[config.mk]
export PLATFORM = sky130hd
export DESIGN_NAME = mvm_seq_ctrl_flat
export DESIGN_NICKNAME = d
export VERILOG_FILES = /design/src/rtl/mvm_seq_ctrl_pkg.sv /design/src/rtl/mvm_seq_ctrl_if.sv /design/src/rtl/mvm_seq_ctrl.sv /design/src/flat_wrapper.sv
export SDC_FILE = /design/constraint.sdc
export NUM_CORES = 1
export LEC_CHECK = 0
export CORE_MARGIN = 4
export CORE_UTILIZATION = 40
export DETAILED_ROUTE_END_ITERATION = 12
export GPL_TIMING_DRIVEN = 0
export PLACE_DENSITY = 0.67
export SLEW_MARGIN = 20
export SYNTH_ARGS = -nofsm -noshare
export SYNTH_HDL_FRONTEND = slang
export SYNTH_SLANG_ARGS = --single-unit
[constraint.sdc]
create_clock -name clk -period 2 [get_ports clk]
set_input_delay 0.4 -clock clk [delete_from_list [all_inputs] [get_ports clk]]
set_output_delay 0.4 -clock clk [all_outputs]
set_load 0.02 [all_outputs]
[src/rtl/mvm_seq_ctrl_pkg.sv]
// ---------------------------------------------------------------------------
// mvm_pkg : shared definitions for the matrix-vector multiply sequencer.
//   mvm_state_t : controller state encoding
//   N_DEF       : default matrix dimension (N x N matrix, N-element vector)
//   AXW_DEF     : default X memory address width
//   AMW_DEF     : default M memory address / row index width
// ---------------------------------------------------------------------------
package mvm_pkg;

    typedef enum logic [2:0] {
        LOAD_X = 3'd0,  // stream N*N matrix words into X memory
        LOAD_M = 3'd1,  // stream N vector words into M memory
        MAC    = 3'd2,  // issue N reads for one row
        DRAIN  = 3'd3,  // last product lands in the accumulator
        OUT    = 3'd4   // row result presented until accepted
    } mvm_state_t;

    localparam int N_DEF   = 3;
    localparam int AXW_DEF = $clog2(N_DEF * N_DEF);
    localparam int AMW_DEF = $clog2(N_DEF);

endpackage

[src/rtl/mvm_seq_ctrl_if.sv]
// ---------------------------------------------------------------------------
// mvm_seq_ctrl_if : handshake and datapath control bundle of mvm_seq_ctrl.
//   s_valid/s_ready : input word stream (words carried on the datapath bus)
//   m_valid/m_ready : row result handshake
//   wr_en_x/wr_en_m : X / M memory write enables
//   addr_x/addr_m   : X / M memory addresses (write and read)
//   clr_acc/en_acc  : accumulator clear / accumulate
//   row_idx         : row of the result in progress or presented
// master = the controller, slave = datapath/stream side.
// ---------------------------------------------------------------------------
interface mvm_seq_ctrl_if
    import mvm_pkg::*;
#(
    parameter int AXW = AXW_DEF,
    parameter int AMW = AMW_DEF
);
    logic           s_valid;
    logic           s_ready;
    logic           m_ready;
    logic           m_valid;
    logic           wr_en_x;
    logic           wr_en_m;
    logic [AXW-1:0] addr_x;
    logic [AMW-1:0] addr_m;
    logic           clr_acc;
    logic           en_acc;
    logic [AMW-1:0] row_idx;

    modport master (
        input  s_valid, m_ready,
        output s_ready, m_valid, wr_en_x, wr_en_m, addr_x, addr_m,
               clr_acc, en_acc, row_idx
    );

    modport slave (
        output s_valid, m_ready,
        input  s_ready, m_valid, wr_en_x, wr_en_m, addr_x, addr_m,
               clr_acc, en_acc, row_idx
    );
endinterface

[src/rtl/mvm_seq_ctrl.sv]
// ---------------------------------------------------------------------------
// mvm_seq_ctrl : sequencer for an external N x N matrix-vector MAC datapath.
// Loads X (N*N words, row-major) then M (N words) from the input stream,
// then for each row issues N memory reads, lets the datapath accumulate,
// and presents the row result with m_valid until m_ready.
//   clk   : rising-edge clock
//   reset : synchronous, active low
//   bus   : mvm_seq_ctrl_if master (stream, result and datapath control)
// Datapath memories have a 1-cycle synchronous read, so en_acc trails the
// MAC read cycles by one clock; DRAIN covers the last trailing accumulate.
// ---------------------------------------------------------------------------
module mvm_seq_ctrl
    import mvm_pkg::*;
#(
    parameter int N   = N_DEF,
    parameter int AXW = $clog2(N * N),
    parameter int AMW = $clog2(N)
) (
    input  logic          clk,
    input  logic          reset,
    mvm_seq_ctrl_if.master bus
);

    localparam logic [AXW-1:0] LAST_X = AXW'(N * N - 1);
    localparam logic [AXW-1:0] LAST_M = AXW'(N - 1);
    localparam logic [AMW-1:0] LAST_K = AMW'(N - 1);

    mvm_state_t     state, state_nx;
    logic [AXW-1:0] lc, lc_nx;      // load counter, shared by X and M loads
    logic [AMW-1:0] k, k_nx;        // column counter within a row
    logic [AMW-1:0] row, row_nx;
    logic           en_q;           // (state == MAC) delayed one cycle
    logic           load_st;
    logic           s_hs;
    logic [AXW-1:0] mac_addr_x;

    assign load_st    = (state == LOAD_X) || (state == LOAD_M);
    assign s_hs       = load_st & bus.s_valid;
    assign mac_addr_x = AXW'(row) * AXW'(N) + AXW'(k);

    // -----------------------------------------------------------------------
    // Next state
    // -----------------------------------------------------------------------
    always_comb begin
        state_nx = state;
        lc_nx    = lc;
        k_nx     = k;
        row_nx   = row;
        unique case (state)
            LOAD_X: begin
                if (s_hs) begin
                    if (lc == LAST_X) begin
                        lc_nx    = '0;
                        state_nx = LOAD_M;
                    end else begin
                        lc_nx = lc + 1'b1;
                    end
                end
            end
            LOAD_M: begin
                if (s_hs) begin
                    if (lc == LAST_M) begin
                        lc_nx    = '0;
                        row_nx   = '0;
                        state_nx = MAC;
                    end else begin
                        lc_nx = lc + 1'b1;
                    end
                end
            end
            MAC: begin
                if (k == LAST_K) begin
                    k_nx     = '0;
                    state_nx = DRAIN;
                end else begin
                    k_nx = k + 1'b1;
                end
            end
            DRAIN: begin
                state_nx = OUT;
            end
            OUT: begin
                if (bus.m_ready) begin
                    if (row == LAST_K) begin
                        row_nx   = '0;
                        state_nx = LOAD_X;
                    end else begin
                        row_nx   = row + 1'b1;
                        state_nx = MAC;
                    end
                end
            end
            default: begin
                state_nx = LOAD_X;
            end
        endcase
    end

    // -----------------------------------------------------------------------
    // State registers
    // -----------------------------------------------------------------------
    always_ff @(posedge clk) begin
        if (!reset) begin
            state <= LOAD_X;
            lc    <= '0;
            k     <= '0;
            row   <= '0;
            en_q  <= 1'b0;
        end else begin
            state <= state_nx;
            lc    <= lc_nx;
            k     <= k_nx;
            row   <= row_nx;
            en_q  <= (state == MAC);
        end
    end

    // -----------------------------------------------------------------------
    // Outputs: pure decode of state and counters. Every output is forced to
    // zero while reset is low so the datapath sees no activity during reset,
    // even in the cycle before the reset edge takes effect.
    // -----------------------------------------------------------------------
    always_comb begin
        bus.s_ready = 1'b0;
        bus.m_valid = 1'b0;
        bus.wr_en_x = 1'b0;
        bus.wr_en_m = 1'b0;
        bus.addr_x  = '0;
        bus.addr_m  = '0;
        bus.clr_acc = 1'b0;
        bus.en_acc  = 1'b0;
        bus.row_idx = '0;
        if (reset) begin
            bus.row_idx = row;
            bus.en_acc  = en_q;
            unique case (state)
                LOAD_X: begin
                    bus.s_ready = 1'b1;
                    bus.wr_en_x = bus.s_valid;
                    bus.addr_x  = lc;
                end
                LOAD_M: begin
                    bus.s_ready = 1'b1;
                    bus.wr_en_m = bus.s_valid;
                    bus.addr_m  = AMW'(lc);
                end
                MAC: begin
                    bus.addr_x  = mac_addr_x;
                    bus.addr_m  = k;
                    // k = 0 read cycle; the first accumulate comes a cycle later
                    bus.clr_acc = (k == '0);
                end
                OUT: begin
                    bus.m_valid = 1'b1;
                end
                default: begin
                end
            endcase
        end
    end

endmodule

[src/flat_wrapper.sv]
// flat-port wrapper written by rule: the top's interface ports become plain ports
module mvm_seq_ctrl_flat import mvm_pkg::*;
#(
    parameter int N   = N_DEF,
    parameter int AXW = $clog2(N * N),
    parameter int AMW = $clog2(N)
)
  (clk, reset, bus_s_valid, bus_m_ready, bus_s_ready, bus_m_valid, bus_wr_en_x, bus_wr_en_m, bus_addr_x, bus_addr_m, bus_clr_acc, bus_en_acc, bus_row_idx);
  mvm_seq_ctrl_if #(.AXW(AXW), .AMW(AMW)) bus_i ();
  input  logic clk;
  input  logic reset;
  input wire logic [$bits(bus_i.s_valid)-1:0] bus_s_valid;
  input wire logic [$bits(bus_i.m_ready)-1:0] bus_m_ready;
  output wire logic [$bits(bus_i.s_ready)-1:0] bus_s_ready;
  output wire logic [$bits(bus_i.m_valid)-1:0] bus_m_valid;
  output wire logic [$bits(bus_i.wr_en_x)-1:0] bus_wr_en_x;
  output wire logic [$bits(bus_i.wr_en_m)-1:0] bus_wr_en_m;
  output wire logic [$bits(bus_i.addr_x)-1:0] bus_addr_x;
  output wire logic [$bits(bus_i.addr_m)-1:0] bus_addr_m;
  output wire logic [$bits(bus_i.clr_acc)-1:0] bus_clr_acc;
  output wire logic [$bits(bus_i.en_acc)-1:0] bus_en_acc;
  output wire logic [$bits(bus_i.row_idx)-1:0] bus_row_idx;
  assign bus_i.s_valid = bus_s_valid;
  assign bus_i.m_ready = bus_m_ready;
  assign bus_s_ready = bus_i.s_ready;
  assign bus_m_valid = bus_i.m_valid;
  assign bus_wr_en_x = bus_i.wr_en_x;
  assign bus_wr_en_m = bus_i.wr_en_m;
  assign bus_addr_x = bus_i.addr_x;
  assign bus_addr_m = bus_i.addr_m;
  assign bus_clr_acc = bus_i.clr_acc;
  assign bus_en_acc = bus_i.en_acc;
  assign bus_row_idx = bus_i.row_idx;
  mvm_seq_ctrl #(.N(N), .AXW(AXW), .AMW(AMW)) u_core (.clk(clk), .reset(reset), .bus(bus_i));
endmodule
-- Word level (Yosys, flattened, before mapping)
Cells that the tools add are included.
- bits in registers: 12
- bits of input ports: 4
- output and inout port bits: 14
- logic and storage cells: 69
- add/sub/neg operators: 4
- multiply operators: 1
- equal/unequal tests: 14
- mux-type cells: 35
- bitwise operators: 1
- reduce and logical (&&, ||, !) cells: 9
- operators with widths (cell ; count):
    two-way mux 4 bit ; 5
    two-way mux 3 bit ; 6
    two-way mux 2 bit ; 8
    case mux 4 bit (2 select lines) ; 2
    case mux 3 bit (5 select lines) ; 1
    two-way mux 1 bit ; 11
    case mux 2 bit (2 select lines) ; 2
    equality test 3 x 2 -> 1 bit (second input constant) ; 2
    != test 2 x 1 -> 1 bit (second input constant) ; 3
    != test 2 bit (second input constant) ; 3
    AND reduction 6 bit ; 1
    adder 2 x 1 -> 2 bit (second input constant) ; 2
    adder 4 x 1 -> 4 bit (second input constant) ; 1
    adder 4 x 2 -> 4 bit ; 1
    equality test 2 bit (second input constant) ; 2
    equality test 4 x 2 -> 1 bit (second input constant) ; 1
    equality test 4 bit (second input constant) ; 1
    multiplier 2 x 2 -> 4 bit (second input constant) ; 1
    AND reduction 4 bit ; 1
    nonzero test 2 bit ; 2
    equality test 3 x 1 -> 1 bit (second input constant) ; 1
    equality test 3 bit (second input constant) ; 1
    logical NOT 3 bit ; 1
    AND reduction 3 bit ; 1
    4 further kinds ; 4

-- Depth between registers and ports, before layout
- word-level depth: 5
- gate-level depth with buffers: 5

-- Worst setup path before layout
OpenSTA, ideal clock, no wires.
- kind: register to output
- start: register u_core.row[1]
- end: output port bus_addr_x[2]
- arrival time: 1.867 ns
- required time: 1.600 ns
- path slack: -0.267 ns
- stages on the path, launching flop included: 6
- buffers on the path: 0
- cells stage by stage: dfxtp_1 fa_1 ha_1 fa_1 mux2i_1 nor2_1
- cells in the longest elaborated chain, start to end: 4
- ends and longest elaborated chain (item ; line ; text):
    start, declared ; mvm_seq_ctrl.sv:31 ; logic [AMW-1:0] row, row_nx;
    start signal, assigned ; mvm_seq_ctrl.sv:113 ; row <= row_nx;
    multiplier 2 x 2 -> 4 bit ; mvm_seq_ctrl.sv:39 ; assign mac_addr_x = AXW'(row) * AXW'(N) + AXW'(k);
    adder 4 x 2 -> 4 bit ; mvm_seq_ctrl.sv:39 ;
    case mux 4 bit (2 select lines) ; mvm_seq_ctrl.sv:136 ; unique case (state)
    two-way mux 4 bit ; mvm_seq_ctrl.sv:133 ; if (reset) begin
    end, declared ; flat_wrapper.sv:18 ; output wire logic [$bits(bus_i.addr_x)-1:0] bus_addr_x;
Every way passes these cells.

-- Final worst setup path
- start: register u_core.k[1]
- end: output port bus_addr_x[2]
- cells in the longest elaborated chain, start to end: 3
- ends and longest elaborated chain (item ; line ; text):
    start, declared ; mvm_seq_ctrl.sv:30 ; logic [AMW-1:0] k, k_nx;
    start signal, assigned ; mvm_seq_ctrl.sv:112 ; k <= k_nx;
    adder 4 x 2 -> 4 bit ; mvm_seq_ctrl.sv:39 ;
    case mux 4 bit (2 select lines) ; mvm_seq_ctrl.sv:136 ;
    two-way mux 4 bit ; mvm_seq_ctrl.sv:133 ;
Every way passes these cells.

==> results.json <==
{
  "drt_pre_antenna_iters": 4,
  "die_height_um": 55.7,
  "run_status": "finished with violations",
  "die_w_um": 55.7,
  "crit_fanout": 2,
  "setup-tns-final_ps": -1040,
  "htree_num_levels": 1,
  "ant_nets": 0,
  "share_of_layout_cells_above_drive_strength_1_pct": 24.8,
  "timing.final.max_slew_violations": 0,
  "synth_sequential_area_ratio_pct": 26.4,
  "routed_wl_um": 2160,
  "synthDominantCellAreaShare_pct": 26.4,
  "diodes": 0,
  "port_buffers": 16,
  "finalSetupViolations": 3,
  "cts_buffer_depth": 2,
  "fp.coreArea_mm2": 0.00219,
  "critPathArrivalTime_ps": 2100,
  "place_ws_ps": -706,
  "finalHoldWorstSlack_ps": 522,
  "total_power_mw": 0.517,
  "post-route-min-period_ps": 2500,
  "layout_commonest_cell": "sky130_fd_sc_hd__nor2_1",
  "worstSetupPathType": "flop to output port",
  "area_contributors_post_synth": "sky130_fd_sc_hd__dfxtp_1 26%, sky130_fd_sc_hd__ha_1 12%, sky130_fd_sc_hd__nor2_1 5.4%, sky130_fd_sc_hd__fa_1 4.4%, sky130_fd_sc_hd__mux2i_1 4.4%",
  "routed_wire_length_per_instance_um": 13.8,
  "min-delay-path-class": "input port to flop",
  "fin_util_pct": 53.1,
  "syn-mean-instance-area_um2": 8.51,
  "timing_worst_slew_pin_value_ps": 581,
  "endpoint_kind": "output port",
  "areaGrowthSynthToFinish_pct": 27.6,
  "timing.slew.headroom_pct": 61.2,
  "drc_errors": 0,
  "numPlacedInstances": 151,
  "cts_made_buffers": 3,
  "number_of_global_route_vias_before_repair": 830,
  "unrepaired_setup_endpoints_after_global_routing": "yes",
  "max_cap_violations": 0,
  "top_level_ports": 18,
  "synth.ff_latch_count": 12,
  "finClkSkew_ps": 11.5,
  "syn_nets": 122,
  "critPathLaunchType": "flop",
  "slowest_delay_ps": 530,
  "routabilityCongestion": 0.753,
  "post_drt_via_cell_ratio": 5.50,
  "final_nets": 145,
  "synth_top_area_cell": "sky130_fd_sc_hd__dfxtp_1",
  "synth_edf_count": 0,
  "grtUsageTotal_pct": 14.5,
  "fin_ws_ps": -501,
  "power_density_mw_per_mm2": 445,
  "dr_total_vias": 863,
  "synth-main-ff-cell": "sky130_fd_sc_hd__dfxtp_1",
  "floorplan.rows": 17,
  "tritoncts": "yes",
  "count_of_mapped_cells_out_of_synthesis": 107,
  "clock_sink_count": 12,
  "antenna_found_initial": 0,
  "initial_utilization_pct": 41.6,
  "initialDrtViolationCount": 12,
  "clock_root_cell": "sky130_fd_sc_hd__clkbuf_4",
  "cellLeakagePower_nw": 0.507,
  "finalHoldViolations": 0,
  "cpMaxStageDelayCell": "sky130_fd_sc_hd__fa_1",
  "grt_max_degree": 11,
  "critical_path.cell_chain": "fa_1 > ha_2 > fa_1 > mux2i_1 > nor2_2 > buf_6",
  "layout.cells.most_common_list": "12 x sky130_fd_sc_hd__nor2_1, 8 x sky130_fd_sc_hd__ha_1, 8 x sky130_fd_sc_hd__dfxtp_1",
  "timing.fmax_mhz": 400,
  "yosys_warnings": 0,
  "fin_cells": 157,
  "clkLatencyLatePin_ps": 280,
  "dieArea_mm2": 0.00310,
  "postPlaceCellArea_mm2": 0.00111,
  "synthArstFlopShare_pct": 0,
  "global_route.overflow_total": 0,
  "critical_path_required_ps": 1600,
  "mappedNetlistArea_um2": 911,
  "grt_first_pass_wirelength_um": 3770,
  "critical_path.most_common_cell": "sky130_fd_sc_hd__fa_1",
  "final_area_mm2": 0.00116,
  "netlist-cell-type-count": 41,
  "worst_setup_hold_path_clk_slew_ps": 90,
  "max-vdd-ir-drop_mv": 0.199,
  "period_share_pct": 125,
  "dpl.hpwl_um": 1650,
  "violations": "setup timing"
}
==> worst max-delay path: cells and delay by family, from the launching register on <==
| kind | cells | cell delay (ps) |
|---|---|---|
| DFF | 1 | 360 |
| and+or+nand+nor | 1 | 60 |
| muxes | 1 | 180 |
| adders and majority gates | 3 | 1100 |
| buffers and inverters | 1 | 130 |
==> sequential cells by signal (all words and copies together) (netlist names) <==
name and cells:
u_core.row 2, u_core.en_q 1, u_core.state 3, u_core.k 2
u_core.lc 4
==> logic make-up (layout without fill, tap and decap cells) <==
group	count (synthesis)	in the layout	share of synthesized area, %
compound gates	22	22	16.5
fa+ha+maj	11	11	16.8
simple gates	46	46	30.1
flops	12	12	26.4
mux	5	5	5.63
buf+inv	11	33	4.67
==> synth_stat cells (3+ instances only) <==
master                     instances
sky130_fd_sc_hd__ha_1              9
sky130_fd_sc_hd__nor2_1           13
sky130_fd_sc_hd__nand2b_1          4
sky130_fd_sc_hd__nand2_1           4
sky130_fd_sc_hd__clkbuf_1          3
sky130_fd_sc_hd__o21ai_0           5
sky130_fd_sc_hd__nor3b_1           4
sky130_fd_sc_hd__mux2i_1           4
sky130_fd_sc_hd__a21oi_1           4
sky130_fd_sc_hd__inv_1             7
sky130_fd_sc_hd__a22oi_1           3
sky130_fd_sc_hd__dfxtp_1          12
==> per-layer routing <==
metal	global-route usage [%]	up-vias	part of all wire (%)
li1	-	428	-
met1	18.8	403	48
met2	24.7	30	45
met3	3.48	2	5.4
met4	2.43	0	0.88
met5	0	-	0
==> final cells by class <==
cell class	count	area, um2
fill	206	1030
multi-input combinational	84	658
sequential	12	250
timing repair buffer	18	135
clock buffer	4	36.3
tap	28	35.0
inverter	7	26.3
buffer	4	21.3
==> path summary, 6_finish.rpt <==
check	from	cells past startpoint	slack (ps)	to
setup / recovery	u_core.k[1]	6	-500	bus_addr_x[2]
hold / removal	reset	3	520	u_core.lc[1]
setup reg to reg	u_core.lc[0]	5	200	u_core.row[0]
hold reg to reg	u_core.k[0]	2	580	u_core.k[0]
==> power breakdown <==
group | total [mW] | switching [mW] | internal (mW)
clock | 0.201 | 0.0900 | 0.111
sequential | 0.249 | 0.00841 | 0.240
combinational | 0.0677 | 0.0405 | 0.0272
total | 0.517 | 0.139 | 0.378
==> repair_timing <==
action	4_1_cts	5_1_grt
pin swaps	2	1
endpoints found under the setup margin	13	10
setup buffers	2	0
resized for setup	43	11
hold buffers	0	0
cloned	0	0
Note: power is estimated with default switching activity, not from simulation.
